<file path="config.mk">
export PLATFORM = sky130hd
export DESIGN_NAME = sd_wb_burst_slave
export DESIGN_NICKNAME = d
export VERILOG_FILES = /design/src/rtl/sd_wb_burst_slave.sv
export SDC_FILE = /design/constraint.sdc
export NUM_CORES = 2
export LEC_CHECK = 0
export BUFFER_PORTS_ARGS = -buffer_cell sky130_fd_sc_hd__clkbuf_2
export CORE_ASPECT_RATIO = 2
export CORE_MARGIN = 5
export CORE_UTILIZATION = 61
export DETAILED_ROUTE_END_ITERATION = 8
export MAX_ROUTING_LAYER = met4
export PLACE_DENSITY = 0.92
export SYNTH_ARGS = -nofsm -noshare
export SYNTH_HDL_FRONTEND = slang
export SYNTH_SLANG_ARGS = --single-unit
</file>
<file path="constraint.sdc">
create_clock -name CLK_I -period 18.1 [get_ports CLK_I]
set_clock_uncertainty 0.2 [all_clocks]
set_input_delay 2.715 -clock CLK_I [delete_from_list [all_inputs] [get_ports CLK_I]]
set_output_delay 2.715 -clock CLK_I [all_outputs]
set_load 0.005 [all_outputs]
</file>
<file path="src/rtl/sd_wb_burst_slave.sv">
// Wishbone B3 registered-feedback slave for the SD controller register bank.
// Supports classic cycles, constant-address and incrementing bursts (linear
// and wrap4/8/16), byte selects and ERR/RTY termination. The register file is
// exported flat and every committed write beat raises a one-cycle strobe.
module sd_wb_burst_slave #(
    parameter int                  DATA_WIDTH = 32,
    parameter int                  ADDR_WIDTH = 7,
    parameter int                  ADR_LSB    = 4,
    parameter int                  NUM_REGS   = 8,
    parameter logic [NUM_REGS-1:0] RO_MASK    = {NUM_REGS{1'b0}}
) (
    input  logic                           CLK_I,
    input  logic                           RST_I,
    input  logic                           CYC_I,
    input  logic                           STB_I,
    input  logic                           WE_I,
    input  logic [ADDR_WIDTH-1:0]          ADR_I,
    input  logic [DATA_WIDTH-1:0]          DAT_I,
    input  logic [DATA_WIDTH/8-1:0]        SEL_I,
    input  logic [2:0]                     CTI_I,
    input  logic [1:0]                     BTE_I,
    output logic [DATA_WIDTH-1:0]          DAT_O,
    output logic                           ACK_O,
    output logic                           ERR_O,
    output logic                           RTY_O,
    input  logic                           Busy_i,
    output logic [NUM_REGS*DATA_WIDTH-1:0] Regs_o,
    output logic                           WrStrobe_o,
    output logic [$clog2(NUM_REGS)-1:0]    WrIdx_o
);

    localparam int IDX_W = $clog2(NUM_REGS);
    localparam int SEL_W = DATA_WIDTH / 8;

    typedef enum logic [1:0] {
        ST_IDLE    = 2'd0,
        ST_CLASSIC = 2'd1,
        ST_BURST   = 2'd2,
        ST_RESP    = 2'd3
    } state_t;

    state_t                  state_q, state_d;
    logic                    ack_q, ack_d;
    logic                    err_q, err_d;
    logic                    rty_q, rty_d;
    logic [IDX_W-1:0]        ptr_q, ptr_d;
    logic [DATA_WIDTH-1:0]   dat_q, dat_d;
    logic [DATA_WIDTH-1:0]   regs_q [NUM_REGS];
    logic [DATA_WIDTH-1:0]   regs_d [NUM_REGS];
    logic                    wr_stb_q, wr_stb_d;
    logic [IDX_W-1:0]        wr_idx_q, wr_idx_d;

    logic                    req_s;
    logic                    beat_s;
    logic                    out_of_range_s;
    logic [IDX_W-1:0]        idx_s;
    logic [IDX_W-1:0]        wrap_mask_s;
    logic [IDX_W-1:0]        ptr_nxt_s;
    logic                    unused_adr_s;

    // Replace only the byte lanes whose select bit is set.
    function automatic logic [DATA_WIDTH-1:0] merge_bytes(
        input logic [DATA_WIDTH-1:0] old_v,
        input logic [DATA_WIDTH-1:0] new_v,
        input logic [SEL_W-1:0]      sel_v
    );
        logic [DATA_WIDTH-1:0] res;
        res = old_v;
        for (int b = 0; b < SEL_W; b++) begin
            if (sel_v[b]) begin
                res[b*8 +: 8] = new_v[b*8 +: 8];
            end else begin
                res[b*8 +: 8] = old_v[b*8 +: 8];
            end
        end
        return res;
    endfunction

    assign req_s          = CYC_I & STB_I;
    assign beat_s         = ack_q & CYC_I & STB_I;
    assign idx_s          = ADR_I[ADR_LSB +: IDX_W];
    assign out_of_range_s = (ADR_I >> (ADR_LSB + IDX_W)) != {ADDR_WIDTH{1'b0}};
    // Byte-offset bits below the register stride carry no information here.
    assign unused_adr_s   = ^ADR_I[ADR_LSB-1:0];

    // Next burst pointer: hold for constant bursts, increment within the wrap window otherwise.
    always_comb begin
        wrap_mask_s = {IDX_W{1'b1}};
        ptr_nxt_s   = ptr_q;
        if (CTI_I == 3'b010) begin
            case (BTE_I)
                2'b01:   wrap_mask_s = IDX_W'(5'd3);
                2'b10:   wrap_mask_s = IDX_W'(5'd7);
                2'b11:   wrap_mask_s = IDX_W'(5'd15);
                default: wrap_mask_s = {IDX_W{1'b1}};
            endcase
            ptr_nxt_s = (ptr_q & ~wrap_mask_s) | ((ptr_q + IDX_W'(1'b1)) & wrap_mask_s);
        end else begin
            ptr_nxt_s = ptr_q;
        end
    end

    // Bus FSM: decode new cycles, run bursts and commit write beats.
    always_comb begin
        state_d  = state_q;
        ack_d    = ack_q;
        err_d    = 1'b0;
        rty_d    = 1'b0;
        ptr_d    = ptr_q;
        dat_d    = dat_q;
        regs_d   = regs_q;
        wr_stb_d = 1'b0;
        wr_idx_d = wr_idx_q;
        case (state_q)
            ST_IDLE: begin
                ack_d = 1'b0;
                if (req_s) begin
                    if (Busy_i) begin
                        rty_d   = 1'b1;
                        state_d = ST_RESP;
                    end else if (out_of_range_s || (WE_I && RO_MASK[idx_s])) begin
                        err_d   = 1'b1;
                        state_d = ST_RESP;
                    end else begin
                        ack_d   = 1'b1;
                        ptr_d   = idx_s;
                        dat_d   = regs_q[idx_s];
                        if ((CTI_I == 3'b001) || (CTI_I == 3'b010)) begin
                            state_d = ST_BURST;
                        end else begin
                            state_d = ST_CLASSIC;
                        end
                    end
                end else begin
                    state_d = ST_IDLE;
                end
            end
            ST_CLASSIC: begin
                ack_d   = 1'b0;
                state_d = ST_IDLE;
                if (beat_s && WE_I) begin
                    regs_d[ptr_q] = merge_bytes(regs_q[ptr_q], DAT_I, SEL_I);
                    wr_stb_d      = 1'b1;
                    wr_idx_d      = ptr_q;
                end else begin
                    wr_stb_d = 1'b0;
                end
            end
            ST_BURST: begin
                if (!CYC_I) begin
                    ack_d   = 1'b0;
                    state_d = ST_IDLE;
                end else if (beat_s) begin
                    if (WE_I) begin
                        regs_d[ptr_q] = merge_bytes(regs_q[ptr_q], DAT_I, SEL_I);
                        wr_stb_d      = 1'b1;
                        wr_idx_d      = ptr_q;
                    end else begin
                        wr_stb_d = 1'b0;
                    end
                    ptr_d = ptr_nxt_s;
                    dat_d = regs_d[ptr_nxt_s];
                    if (CTI_I == 3'b111) begin
                        ack_d   = 1'b0;
                        state_d = ST_IDLE;
                    end else if (WE_I && RO_MASK[ptr_nxt_s]) begin
                        ack_d   = 1'b0;
                        err_d   = 1'b1;
                        state_d = ST_RESP;
                    end else begin
                        ack_d   = 1'b1;
                        state_d = ST_BURST;
                    end
                end else begin
                    // Master wait state: hold pointer, data and acknowledge.
                    state_d = ST_BURST;
                end
            end
            ST_RESP: begin
                ack_d   = 1'b0;
                state_d = ST_IDLE;
            end
            default: begin
                ack_d   = 1'b0;
                state_d = ST_IDLE;
            end
        endcase
    end

    // State, response flags, read data and register file.
    always_ff @(posedge CLK_I or posedge RST_I) begin
        if (RST_I) begin
            state_q  <= ST_IDLE;
            ack_q    <= 1'b0;
            err_q    <= 1'b0;
            rty_q    <= 1'b0;
            ptr_q    <= {IDX_W{1'b0}};
            dat_q    <= {DATA_WIDTH{1'b0}};
            wr_stb_q <= 1'b0;
            wr_idx_q <= {IDX_W{1'b0}};
            for (int i = 0; i < NUM_REGS; i++) begin
                regs_q[i] <= {DATA_WIDTH{1'b0}};
            end
        end else begin
            state_q  <= state_d;
            ack_q    <= ack_d;
            err_q    <= err_d;
            rty_q    <= rty_d;
            ptr_q    <= ptr_d;
            dat_q    <= dat_d;
            wr_stb_q <= wr_stb_d;
            wr_idx_q <= wr_idx_d;
            for (int i = 0; i < NUM_REGS; i++) begin
                regs_q[i] <= regs_d[i];
            end
        end
    end

    // Flatten the register file for the SD core.
    for (genvar g = 0; g < NUM_REGS; g++) begin : g_regs_out
        assign Regs_o[g*DATA_WIDTH +: DATA_WIDTH] = regs_q[g];
    end

    assign DAT_O      = dat_q;
    assign ACK_O      = ack_q & CYC_I & STB_I;
    assign ERR_O      = err_q & CYC_I & STB_I;
    assign RTY_O      = rty_q & CYC_I & STB_I;
    assign WrStrobe_o = wr_stb_q;
    assign WrIdx_o    = wr_idx_q;

endmodule

</file>
; Yosys cells after proc, flatten, opt, wreduce, memory -nomap -nowiden
; Memories as Yosys holds them, arrays and structs flattened.
; Cells that the tools add are included.
[totals]
regBits = 300
mem_bits_ro = 16
in_bits = 54
output_inout_bits = 295
word_cells = 170
mem_count = 2
[op_classes]
add_sub_neg = 1
order_cmp = 6
eq_ne = 15
muxes = 104
n_bitwise = 14
n_reduce_logical = 12
[memory_table]
columns = name, words, width, rd, rd_ports_with_merged_regs, wr, line
row1 = (name not given), 8, 1, 1, 0, 0, 166  ; end else if (WE_I && RO_MASK[ptr_nxt_s]) begin
row2 = (name not given), 8, 1, 1, 0, 0, 121  ; end else if (out_of_range_s || (WE_I && RO_MASK[idx_s])) begin
[ops]
columns = op, n
row1 = 2-to-1 mux 256 bit, 7
row2 = bitwise mux 256 bit, 2
row3 = one-hot mux 256 bit (2 select lines), 1
row4 = 2-to-1 mux 32 bit, 12
row5 = binary-select mux 32 bit (select 3 bit), 3
row6 = 2-to-1 mux 8 bit, 28
row7 = demux 32 bit (select 3 bit), 1
row8 = one-hot mux 32 bit (2 select lines), 1
row9 = 2-to-1 mux 3 bit, 12
row10 = 2-to-1 mux 1 bit, 24
row11 = 2-to-1 mux 2 bit, 7
row12 = != test 2 bit (second input constant), 7
row13 = greater-or-equal comparator 4 bit (second input constant), 3
row14 = NOT 3 -> 4 bit, 3
row15 = one-hot mux 3 bit (2 select lines), 2
row16 = less-than comparator 3 x 4 -> 1 bit (second input constant), 2
row17 = bitwise AND 1 bit, 7
row18 = bitwise AND 3 bit, 2
row19 = one-hot mux 2 bit (3 select lines), 1
row20 = AND reduction 6 bit, 1
row21 = AND reduction 5 bit, 1
row22 = == test 2 x 1 -> 1 bit (second input constant), 2
row23 = == test 2 bit (second input constant), 2
row24 = logical AND 1 bit, 4
row25 = other kinds (15), 17

; Longest topological paths before layout
[logic_depth]
ltp_word = 20
ltp_mapped = 12
depth_no_buf = 8

; Worst setup path after synthesis
; Ideal clock, no wire load.
[synth_path]
path_type = input to output
startpoint = in STB_I
endpoint = out ACK_O
arrival_ns = 2.903
t_required_ns = 15.185
path_slack_ns = 12.282
cell_stages = 1
path_buffers = 0
path_cell_list = and3_1
[synth_via]
elab_chain_len = 1
[synth_rtl]
columns = item, line
row1 = start: declaration, 15  ; input logic STB_I,
row2 = bitwise AND 1 bit, 225  ; assign ACK_O = ack_q & CYC_I & STB_I;
row3 = end: declaration, 23  ; output logic ACK_O,
; Every way passes these cells.

; Worst setup path in the final report
[layout_path]
startpoint = in CTI_I[0]
endpoint = reg dat_q[16] (netlist: DAT_O[16])
[layout_via]
elab_chain_len = 9
[layout_rtl]
columns = item, line
row1 = start: declaration, 20  ; input logic [2:0] CTI_I,
row2 = == test 3 x 2 -> 1 bit, 90  ; if (CTI_I == 3'b010) begin
row3 = 2-to-1 mux 3 bit, 90
row4 = NOT 3 -> 4 bit (not written as such), 162  ; dat_d = regs_d[ptr_nxt_s];
row5 = binary-select mux 32 bit (select 3 bit), 162
row6 = 2-to-1 mux 32 bit (not written as such) (2 in series), 162
row7 = 2-to-1 mux 32 bit, 153  ; end else if (beat_s) begin
row8 = 2-to-1 mux 32 bit, 150  ; if (!CYC_I) begin
row9 = one-hot mux 32 bit (2 select lines), 114  ; case (state_q)
row10 = end signal: assignment, 198  ; dat_q <= {DATA_WIDTH{1'b0}};
row11 = end signal: assignment, 210  ; dat_q <= dat_d;
row12 = end: declaration, 47  ; logic [DATA_WIDTH-1:0] dat_q, dat_d;
; Every way passes these cells. The select of a mux whose other input is x is not followed.
; A chain may end at the register's enable or synchronous reset.

==> results.md <==
- Fill cell count: ~2600
- Initial antenna violation count: 0
- Crit-path max FO: between 70 and 80
- Vias: approximately 23000
- Sink Count: about 300
- Setup violators final: 0
- Hold Vio Cnt, Final: 0
- Crit path required time: ~18 ns
- Worst setup path category: in -> reg
- CTS tree: yes
- Worst reg2reg endpoint: DAT_O[16]
- Seq cells post-synth: ~300
- I/O Buffers: 343
- Post-placement cell count: between 2000 and 3000
- Mean number of vias per cell: between 7 and 8
- Nets: 2598
- Main flop type after synthesis: dfrtp_1
- Post-synth EDFFs: 0
- Cts hold-fix bufs: 0
- Max_cap viols: 0
- Initial Util: about 60%
- GRT met3 Usage: between 10% and 20%
- Seq/Total Area, Yosys: around 36%
- Largest net degree at the start of global routing: ~110
- Clock Path Buffers: 3
- Max VDD drop: 0.00007958 V
- Max transition margin: a little over a tenth
- First-pass GRT wire length: ~140 mm
- Max frequency: approximately 160 MHz
- Clk_lat worst skew: a little under 0.6 ns
- DRT iter0 DRCs: between 3000 and 4000
- Row cnt: 95
- Most Used Layer, Global Route: met2
- Met1 usage: 52.15%
- Setup TNS: 0 ns
- Worst reg2reg path depth: 8
- Floorplan Core Area: roughly 34000 µm²
- CTS buffer count: 28
- Vias in the first global route: 23579
- 1st-pass router iterations: 7
- ANT cells: 0
- # resized after CTS: 0
- Status: finished, final reports clean
- Grt ovf: 0
- Die height: around 270 µm
- Fin. max-slew vios: 0
- Post-Syn Instances: between 2000 and 2500
- Pwr Total: between 2000 and 2500 µW
- Syn. warnings: 0
- Syn Nets: 2435
- Final non-filler cell total: approximately 3000
- Min Hold Slack: roughly 0.29 ns
- FF-to-FF Start: ptr_q[1]
- Postcts setup bufs: 0
- Syn_area_per_cell: around 8.7 µm²
- Remaining DRCs: 0
- Worst slew pin tran: around 1.3 ns
- Final min period: 6.132 ns
- R2R Setup Slk: 13.40 ns
- Worst Setup EP: DAT_O[16]
- DR WL/cell: roughly 31 µm
- Gr usage total: between 40% and 50%
- Mapped cell area: around 21000 µm²
- Dpl cell area: roughly 23000 µm²
- Post-synth ARST share: 100.0%
- Startpoint Class: primary input
- Share of layout cells above drive strength 1: 24.82%
- GR Util met2: 74.81%
- P_leak: between 0.009 and 0.01 µW
- Wirelength, routed: 94.02 mm
- Final period utilization: around a third
- P per Cell Area: between 90 and 100 nW/µm²
- Worst setup path start: CTI_I[0]
- Hold crit path type: reg -> reg
- Critical path data arrival time: approximately 6.4 ns
- P&R area growth vs syn: 13.12%
- Placer congestion estimate: between 1 and 1.5
- H-tree depth: 1
- Die Wd: between 100 and 150 µm
- IO Count: about 350
- Root buf cell: clkbuf_16
- Crit. End Element: flip-flop
- Die area: 38090 µm²
- Final HPWL DP: roughly 58 mm
- RSZ-0062 raised after global routing: false
- Cell area after layout: between 20000 and 25000 µm²
- Routed Antenna Nets: 0
- Post-synthesis cell type count: 78
- Reg clk slew, reported paths: about 0.07 ns
-- cell usage in the layout (no fill, tap or decap), types with 20 or more instances in the layout --
cell | Yosys | layout
clkbuf_2 | 1 | 341
a22oi_1 | 20 | 20
nor2_1 | 113 | 113
clkbuf_16 | 0 | 29
or3_1 | 21 | 21
mux2i_1 | 67 | 67
dfrtp_1 | 299 | 296
and3_1 | 34 | 34
o311ai_0 | 48 | 48
nor2b_1 | 38 | 37
a21oi_1 | 154 | 153
o2bb2ai_1 | 21 | 21
buf_4 | 7 | 48
mux4_2 | 77 | 77
o21ai_0 | 321 | 319
a31oi_1 | 31 | 31
mux2_2 | 64 | 64
o31ai_1 | 92 | 92
a211oi_1 | 36 | 35
nand3_1 | 57 | 55
a221o_1 | 20 | 20
nand2_1 | 356 | 349
-- metrics by stage --
step	utilization (%)	setup WS, ns
2_1_floorplan	-	6.924
3_3_place_gp	66.99	11.63
3_5_place_dp	66.99	11.60
4_1_cts	69.90	11.99
5_1_grt	69.90	11.93
6_report	69.90	11.97
-- final cells by class --
cell class | instances | area (µm²) | area share [%]
Inverter | 12 | 52.55 | 0.2235
Clock inverter | 15 | 153.9 | 0.6545
Timing Repair Buffer | 389 | 2067 | 8.790
Multi-Input combinational cell | 1810 | 12380 | 52.63
Clock buffer | 37 | 825.8 | 3.512
Tap cell | 436 | 545.5 | 2.320
Sequential cell | 299 | 7493 | 31.87
-- critical path, cell delays in order --
cell      delay, ns
clkbuf_2       0.12
or3b_1         0.64
mux2_4         0.71
buf_4          0.77
o211ai_1       0.68
a211oi_1       0.43
nor4_1         0.11
a31oi_1        0.19
-- cell usage after synthesis, drive strengths merged (8+ instances only) --
| cell | n | area (µm²) |
|---|---|---|
| nand3b | 12 | 90.09 |
| nor2b | 38 | 237.7 |
| buf | 87 | 431.7 |
| mux2 | 65 | 735.7 |
| a211oi | 36 | 270.3 |
| o311ai | 48 | 420.4 |
| a22oi | 20 | 150.1 |
| o32a | 11 | 110.1 |
| nor3 | 18 | 90.09 |
| nand3 | 57 | 285.3 |
| o2111ai | 8 | 70.07 |
| mux4 | 77 | 1734 |
| clkbuf | 169 | 635.6 |
| o31ai | 92 | 690.7 |
| nand2 | 356 | 1336 |
| mux2i | 68 | 684.4 |
| a221o | 20 | 200.2 |
| nand2b | 9 | 56.30 |
| a311oi | 10 | 87.58 |
| inv | 12 | 45.04 |
| a31oi | 31 | 193.9 |
| a41oi | 10 | 87.58 |
| o22ai | 11 | 68.82 |
| o2bb2ai | 21 | 183.9 |
| a221oi | 23 | 232.7 |
| and3 | 34 | 212.7 |
| dfrtp | 299 | 7482 |
| or2 | 13 | 81.33 |
| nor2 | 113 | 424.2 |
| o211ai | 17 | 127.6 |
| a21oi | 155 | 779.5 |
| or3 | 21 | 131.4 |
| o21ai | 327 | 1637 |
-- registers in the layout, indices dropped and copies added, names as in the netlist --
name	count
DAT_O	32
state_q	2
ack_q	1
WrIdx_o	3
ptr_q	3
Regs_o	256
WrStrobe_o	1
rty_q	1
-- how the worst min path moves through the flow --
stage / cells past startpoint / startpoint / slack (ns) / endpoint
2_1_floorplan: 2 / WrIdx_o[0] / 0.27 / WrIdx_o[0]
3_3_place_gp: 1 / WrIdx_o[2] / 0.27 / WrIdx_o[2]
3_5_place_dp: 1 / WrIdx_o[2] / 0.27 / WrIdx_o[2]
4_1_cts: 1 / WrIdx_o[2] / 0.29 / WrIdx_o[2]
5_1_grt: 2 / WrIdx_o[0] / 0.31 / WrIdx_o[0]
6_report: 1 / WrIdx_o[2] / 0.29 / WrIdx_o[2]
-- metal layers --
layer	wire, µm	vias to the layer above
li1	-	9277
met1	27320	10716
met2	42600	2310
met3	13080	952
met4	11020	0
met5	0	-
-- report_power, final --
part	total [µW]	internal (µW)	switching, µW
Sequential	814	716	97.6
Combinational	853	273	581
Clock	644	352	291
-- kinds of logic after synthesis --
kind of cell    Yosys count  synth area share (%)
compound gates          885                 27.43
simple gates            707                 15.67
flops                   299                 35.99
buf+inv                 268                 5.351
mux                     210                 15.17
fa+ha+maj                 4                0.2408
xor+xnor                  3                0.1264
other cells               1               0.01804
No activity file was read; power rests on OpenSTA's default activity.
